==> src/rtl/rom_fetch.sv <==
`default_nettype none
// ============================================================================
// Module  : rom_fetch
// Brief   : PC-driven fetch stage that registers ROM words behind valid/ready.
// Revision: 1.0 - initial release
// ============================================================================
module rom_fetch #(
    parameter int DATA_WIDTH = 16,
    parameter int ADDR_WIDTH = 8,
    parameter int WORDS      = 5,
    parameter int RESET_ADDR = 0
) (
    input  logic                  clk_i,
    input  logic                  rst_ni,
    input  logic                  en_i,
    input  logic                  redirect_i,
    input  logic [ADDR_WIDTH-1:0] redirect_addr_i,
    output logic [ADDR_WIDTH-1:0] rom_addr_o,
    input  logic [DATA_WIDTH-1:0] rom_data_i,
    output logic [DATA_WIDTH-1:0] instr_o,
    output logic [ADDR_WIDTH-1:0] instr_addr_o,
    output logic                  valid_o,
    input  logic                  ready_i,
    output logic                  error_o
);

    // One extra bit so WORDS == 2**ADDR_WIDTH stays representable.
    localparam logic [ADDR_WIDTH:0]   WORDS_EXT  = (ADDR_WIDTH + 1)'(WORDS);
    localparam logic [ADDR_WIDTH-1:0] LAST_ADDR  = ADDR_WIDTH'(WORDS - 1);
    localparam logic [ADDR_WIDTH-1:0] START_ADDR = ADDR_WIDTH'(RESET_ADDR);

    typedef enum logic [0:0] {
        ST_RUN   = 1'b0,
        ST_ERROR = 1'b1
    } state_t;

    state_t                  state, state_next;
    logic [ADDR_WIDTH-1:0]   pc, pc_next;
    logic [DATA_WIDTH-1:0]   instr, instr_next;
    logic [ADDR_WIDTH-1:0]   instr_addr, instr_addr_next;
    logic                    valid, valid_next;
    logic                    fetch;
    logic                    redirect_in_range;

    always_ff @(posedge clk_i or negedge rst_ni) begin
        if (!rst_ni) begin
            state      <= ST_RUN;
            pc         <= START_ADDR;
            instr      <= '0;
            instr_addr <= '0;
            valid      <= 1'b0;
        end else begin
            state      <= state_next;
            pc         <= pc_next;
            instr      <= instr_next;
            instr_addr <= instr_addr_next;
            valid      <= valid_next;
        end
    end

    always_comb begin
        state_next        = state;
        pc_next           = pc;
        instr_next        = instr;
        instr_addr_next   = instr_addr;
        valid_next        = valid;
        redirect_in_range = ({1'b0, redirect_addr_i} < WORDS_EXT);
        fetch             = (state == ST_RUN) && en_i && !redirect_i && (!valid || ready_i);

        // Redirect wins over everything and drops any pending word.
        if (redirect_i) begin
            pc_next    = redirect_addr_i;
            valid_next = 1'b0;
            state_next = redirect_in_range ? ST_RUN : ST_ERROR;
        end else if (fetch) begin
            instr_next      = rom_data_i;
            instr_addr_next = pc;
            valid_next      = 1'b1;
            pc_next         = (pc == LAST_ADDR) ? '0 : pc + 1'b1;
        end else if (valid && ready_i) begin
            valid_next = 1'b0;
        end
    end

    assign rom_addr_o   = pc;
    assign instr_o      = instr;
    assign instr_addr_o = instr_addr;
    assign valid_o      = valid;
    assign error_o      = (state == ST_ERROR);

endmodule
`default_nettype wire

==> config.mk <==
export PLATFORM = sky130hd
export DESIGN_NAME = rom_fetch
export DESIGN_NICKNAME = d
export VERILOG_FILES = /design/src/rtl/rom_fetch.sv
export SDC_FILE = /design/constraint.sdc
export NUM_CORES = 1
export LEC_CHECK = 0
export ABC_CLOCK_PERIOD_IN_PS = 1900
export BUFFER_PORTS_ARGS = -buffer_cell sky130_fd_sc_hd__buf_4
export CORE_MARGIN = 10
export CORE_UTILIZATION = 47
export DETAILED_ROUTE_END_ITERATION = 12
export PLACE_DENSITY = 0.78
export SLEW_MARGIN = 20
export SYNTH_ARGS = -nofsm -noshare
export SYNTH_HDL_FRONTEND = slang
export SYNTH_SLANG_ARGS = --single-unit
==> constraint.sdc <==
create_clock -name clk_i -period 1.9 [get_ports clk_i]
set_input_delay 0.19 -clock clk_i [delete_from_list [all_inputs] [get_ports clk_i]]
set_output_delay 0.19 -clock clk_i [all_outputs]
set_load 0.02 [all_outputs]
==> results of run 1 <==
## flip-flops by register name, indices dropped and copies added (netlist names)
register / flops
error_o: 1
instr_addr_o: 8
instr_o: 16
rom_addr_o: 8
valid_o: 1
## final cells by class
cell class,count,area [µm²]
Fill cell,269,953.4
Sequential cell,34,850.8
Multi-Input combinational cell,85,663.1
Timing Repair Buffer,65,490.5
Clock buffer,8,78.83
Tap cell,44,55.05
Inverter,3,11.26
## cell usage after synthesis (all sizes together)
| library cell | n | area share |
|---|---|---|
| dfrtp | 34 | 0.55 |
| mux2 | 24 | 0.17 |
| nand2 | 10 | 0.029 |
| a21oi | 8 | 0.026 |
| o21ai | 6 | 0.019 |
| nor2 | 5 | 0.017 |
| nand3 | 4 | 0.013 |
| and2 | 3 | 0.013 |
| inv | 3 | 0.0073 |
| nand4 | 3 | 0.012 |
| a31oi | 2 | 0.0081 |
| and3 | 2 | 0.0089 |
| buf | 2 | 0.015 |
| clkbuf | 2 | 0.0048 |
| ha | 2 | 0.016 |
| nand2b | 2 | 0.0081 |
| xor2 | 2 | 0.011 |
| a2bb2oi | 1 | 0.0057 |
| a32oi | 1 | 0.0057 |
| and4 | 1 | 0.0065 |
| nor2b | 1 | 0.0089 |
| nor3 | 1 | 0.0032 |
| nor4 | 1 | 0.0040 |
| nor4b | 1 | 0.0057 |
| o211a | 1 | 0.0065 |
| o31a | 1 | 0.0057 |
| o31ai | 1 | 0.0048 |
| o41a | 1 | 0.0073 |
| or2 | 1 | 0.0040 |
## critical path, stage by stage (launching register included)
cell and delay, ps:
dfrtp_1 450, inv_1 80, ha_1 200, nor4b_2 160, and3_2 230, o41a_1 410, o21ai_1 80
## power by group through the flow
stage	Combinational [mW]	Sequential, mW	Clock (mW)
global placement	0.520	0.911	0
detailed placement	0.527	0.918	0
CTS	0.529	0.904	0.490
global route	0.555	0.923	0.525
finish	0.519	0.903	0.477
floorplan	0.127	1.04	0
## final timing paths
path,start,endpoint,cells past startpoint
max,rom_addr_o[0],rom_addr_o[7],6
min,rom_data_i[12],instr_o[12],2
max reg2reg,rom_addr_o[0],rom_addr_o[7],6
min reg2reg,instr_o[14],instr_o[14],1
max in group asynchronous,rst_ni,instr_o[3],2
min in group asynchronous,rst_ni,rom_addr_o[3],2
## layer usage
metal,track usage,part of all wire
met1,0.1532,0.40
met2,0.2232,0.52
met3,0.03687,0.074
met4,0.05109,0.014
met5,0,0
## what timing repair did
action	CTS	global route
gates resized for setup	0	1
hold buffers	1	0
setup endpoints to repair	0	3
hold endpoints to repair	34	0
## metrics by stage
stage               total power [mW]  cell area [µm²]
finish                         1.898             2150
global placement               1.431             2054
CTS                            1.923             2143
floorplan                      1.165             1549
global route                   2.003             2150
detailed placement             1.445             2054
## logic make-up after synthesis
family	share of synthesized area
mux	0.1745
buf+inv	0.02666
compound gates	0.08886
xor+xnor	0.01131
fa+ha+maj	0.01615
flops	0.5493
simple gates	0.1333
==> impl_metrics.env, run 1 <==
export IMPL_worstMarginPinSlew_ps=422.7
export IMPL_fmax_mhz=601.9
export IMPL_p_leak_nw=1.055
export IMPL_rsz0062_at_grt="no"
export IMPL_first_pass_iters=4
export IMPL_clk_latency_ps=320
export IMPL_syn_inst=126
export IMPL_die_h_um=77.41
export IMPL_viasPerCell=5.293
export IMPL_nets=225
export IMPL_r2r_slack_ps=240
export IMPL_mostFrequentLayoutCell="buf_4"
export IMPL_grt_usage=0.1313
export IMPL_drive_above_1_share=0.5333
export IMPL_drt_iter0_drc=49
export IMPL_dp_hpwl_um=3092
export IMPL_worst_path_max_fanout=7
export IMPL_cts_max_level=2
export IMPL_cp_data_required_time_ps=2150
export IMPL_synth_nets=157
export IMPL_grt_pass1_vias=1325
export IMPL_root_buffer="clkbuf_4"
export IMPL_avgRoutedWirePerCell_um=16.42
export IMPL_fin_cells=239
export IMPL_clk_path_buf_depth=2
export IMPL_clkPwrFrac=0.251
export IMPL_io_buffers=62
export IMPL_ioPinCount=63
export IMPL_grt_pass1_wl_um=6527
export IMPL_grt_max_degree=35
export IMPL_max_vdd_ir_drop_uv=511.1
export IMPL_seqPwrFrac=0.476
export IMPL_place_gp_congestion=0.8951
export IMPL_n_antenna_cell=0
export IMPL_fin_ws_ps=238.6
export IMPL_status="finished clean"
export IMPL_cts_setup_buffers=0
export IMPL_drc=0
export IMPL_maxCapViolations=0
export IMPL_vias=1265
export IMPL_dieArea_um2=5992
export IMPL_numClockSinks=34
export IMPL_final_cell_mix="buf_4, dfrtp_1, mux2_2, nand2_1, a21oi_1"
export IMPL_min_period_ps=1661
export IMPL_cts_tree="built"
export IMPL_core_area_um2=3103
export IMPL_switching_share=0.2950
export IMPL_cts_clk_slew_worst_paths_ps=110
export IMPL_utilization=0.6927
export IMPL_min_path_type="primary input to flop"
export IMPL_ys_ff_latch=34
export IMPL_synthesis_area_um2=1549
export IMPL_dp_slack_ps=212.8
export IMPL_internal_power_mw=1.338
export IMPL_drv_slew=0
export IMPL_die_w_um=77.41
export IMPL_arrival_ps=1920
export IMPL_synth_seq_area_share=0.5493
export IMPL_hold_viol_final=0
export IMPL_cts_buffers=5
export IMPL_cp_end_kind="flop"
export IMPL_routed_wl_um=3925
export IMPL_maxSlewHeadroom=0.7182
export IMPL_finalSetupViolations=0
export IMPL_start_util=0.4992
export IMPL_worstSetupPathType="flop to flop"
export IMPL_netSwitchingPower_mw=0.5599
export IMPL_power_frac_comb=0.273
export IMPL_overflow=0
export IMPL_rows=20
export IMPL_timing_hold_ws_ps=101.8
export IMPL_dp_cells=230
export IMPL_synth_avg_cell_area_um2=12.29
export IMPL_synthDistinctLibCells=34
export IMPL_fin_crit_sh=0.8744
export IMPL_syn2layout_area_growth_pct=38.77
export IMPL_antenna_found_initial=0
export IMPL_finalSetupTns_ps=0
export IMPL_clock_skew_ps=10.54
export IMPL_antenna_left=0
export IMPL_power_density_nw_per_um2=883.1
export IMPL_start_kind="flop"
export IMPL_ys_warnings_count=0
No activity file was read; power rests on OpenSTA's default activity.
==> run 2: changes to the inputs <==
Settings changed: ABC_CLOCK_PERIOD_IN_PS 1900 to 1490, CORE_UTILIZATION 47 to 43, PLACE_DENSITY 0.78 to 0.75.
Clock period 1.9 ns to 1.49 ns, I/O delays scaled along.
==> impl_metrics.env, run 2 (synthesis gave the netlist of run 1 again) <==
export IMPL_cts_clk_slew_worst_paths_ps=110
export IMPL_routed_wl_um=4172
export IMPL_fin_crit_sh=0.9788
export IMPL_multiInputGateArea_um2=701.9
export IMPL_mostFrequentLayoutCell="buf_4"
export IMPL_die_h_um=80.02
export IMPL_maxCapViolations=0
export IMPL_min_period_ps=1458
export IMPL_n_antenna_cell=0
export IMPL_p_total_mw=2.402
export IMPL_worstReg2RegStart="rom_addr_o[0]"
export IMPL_dieArea_um2=6403
export IMPL_core_area_um2=3416
export IMPL_wl_met1_um=1610
export IMPL_start_util=0.4535
export IMPL_clock_skew_ps=6.164
export IMPL_crit_chain="inv_2, ha_4, nor4b_4, nand3_2, a32oi_1, o21ai_1"
export IMPL_drt_iter0_drc=83
export IMPL_hold_viol_final=0
export IMPL_min_path_type="primary input to flop"
export IMPL_place_gp_congestion=0.8595
export IMPL_cts_max_level=2
export IMPL_hold_start="rom_data_i[4]"
export IMPL_clk_latency_ps=340
export IMPL_drv_slew=0
export IMPL_vias=1298
export IMPL_first_pass_iters=4
export IMPL_antenna_found_initial=0
export IMPL_root_buffer="clkbuf_4"
export IMPL_dp_hpwl_um=3184
export IMPL_cp_slowest_cell="dfrtp_2"
export IMPL_numClockSinks=34
export IMPL_crit_start="rom_addr_o[0]"
export IMPL_worstMarginPinSlew_ps=422.2
export IMPL_final_cell_mix="buf_4, dfrtp_1, mux2_2, nand2_1, a21oi_1"
export IMPL_io_buffers=62
export IMPL_wl_met3_um=509
export IMPL_clk_path_buf_depth=2
export IMPL_fin_ws_ps=31.60
export IMPL_start_kind="flop"
export IMPL_worstSetupPathType="flop to flop"
export IMPL_worst_path_max_fanout=6
export IMPL_rows=21
export IMPL_maxSlewHeadroom=0.7185
export IMPL_drc=0
export IMPL_power_density_nw_per_um2=1057
export IMPL_grt_pass1_wl_um=6458
export IMPL_status="finished clean"
export IMPL_utilization=0.6656
export IMPL_ioPinCount=63
export IMPL_timing_hold_ws_ps=30.51
export IMPL_grt_max_degree=35
export IMPL_nets=234
export IMPL_cp_data_required_time_ps=1720
export IMPL_avgRoutedWirePerCell_um=16.69
export IMPL_arrival_ps=1690
export IMPL_routed_wl_met2_um=1980
export IMPL_crit_family="flip-flops"
export IMPL_critPathMaxStageDelay_ps=420
export IMPL_overflow=0
export IMPL_crit_buf_inv=1
export IMPL_largest_reg_flops=16
export IMPL_syn2layout_area_growth_pct=46.77
export IMPL_grt_pass1_vias=1393
export IMPL_p_leak_nw=1.097
export IMPL_cts_buffers=5
export IMPL_antenna_left=0
export IMPL_grt_usage=0.1266
export IMPL_seqCellArea_um2=855.8
export IMPL_fillCellCount=295
export IMPL_cts_tree="built"
export IMPL_viasPerCell=5.192
export IMPL_cp_end_kind="flop"
export IMPL_rsz0062_at_grt="yes"
export IMPL_drive_above_1_share=0.6029
export IMPL_die_w_um=80.02
export IMPL_dp_slack_ps=-57.33
export IMPL_max_vdd_ir_drop_uv=513.2
export IMPL_top_layer="met4"
export IMPL_finalSetupViolations=0
export IMPL_fmax_mhz=685.7
-- run 2: cell count changes in the layout (fill, tap and decap cells not counted), sizes merged --
| cell | before | now |
|---|---|---|
| buf | 64 | 73 |
| clkbuf | 8 | 6 |
| clkinv | 0 | 1 |
| clkinvlp | 0 | 1 |
-- run 2: worst paths after layout --
check / to / slack, ps / cells after the start
worst max-delay path: rom_addr_o[3] / 30 / 6
worst min-delay path: instr_o[4] / 30 / 2
worst max register to register: rom_addr_o[3] / 30 / 6
worst min register to register: instr_addr_o[1] / 520 / 1
max in group asynchronous: rom_addr_o[0] / 870 / 2
min in group asynchronous: instr_o[11] / 290 / 2
-- run 2: cell type report --
class                   count  share of cell area
clock inverters             2            0.005504
clock buffers               6             0.02256
multi-input cells          85              0.3088
inverters                   3            0.004953
flip-flops and latches     34              0.3764
repair buffers             74              0.2565
well taps                  46             0.02532
-- run 2: where the power goes --
| part | leakage [nW] | internal [mW] | switching (mW) |
|---|---|---|---|
| registers | 0.426 | 1.06 | 0.0819 |
| logic | 0.636 | 0.357 | 0.363 |
| clock network | 0.0343 | 0.227 | 0.316 |
| total | 1.10 | 1.64 | 0.761 |
-- run 2: metal layers --
layer	vias up	track usage
met3	7	0.07658
met2	62	0.2039
li1	610	-
met5	-	0
met4	0	0.03697
met1	619	0.1362
-- run 2: worst register-to-register path, delay by kind of cell (launching register included) --
family	cells	cell delay, ps
AOI/OAI and AO/OA	2	310
adders and majority gates	1	120
buffers and inverters	1	90
DFF	1	420
and+or+nand+nor	2	410
-- run 2: per-stage QoR --
stage,TNS [ps],cell area (µm²),cells
2_1_floorplan,0,1570,126
3_3_place_gp,0,2163,240
3_5_place_dp,-109.7,2163,240
4_1_cts,0,2251,249
5_1_grt,-134.8,2273,250
6_report,0,2273,250
-- run 2: timing repair --
action | in CTS | in global routing
hold endpoints to repair | 34 | 0
pin swaps | 0 | 3
endpoints found under the setup margin | 4 | 5
hold buffers | 1 | 0
gates resized for setup | 2 | 6
cloned | 0 | 0
buffers inserted | 0 | 1
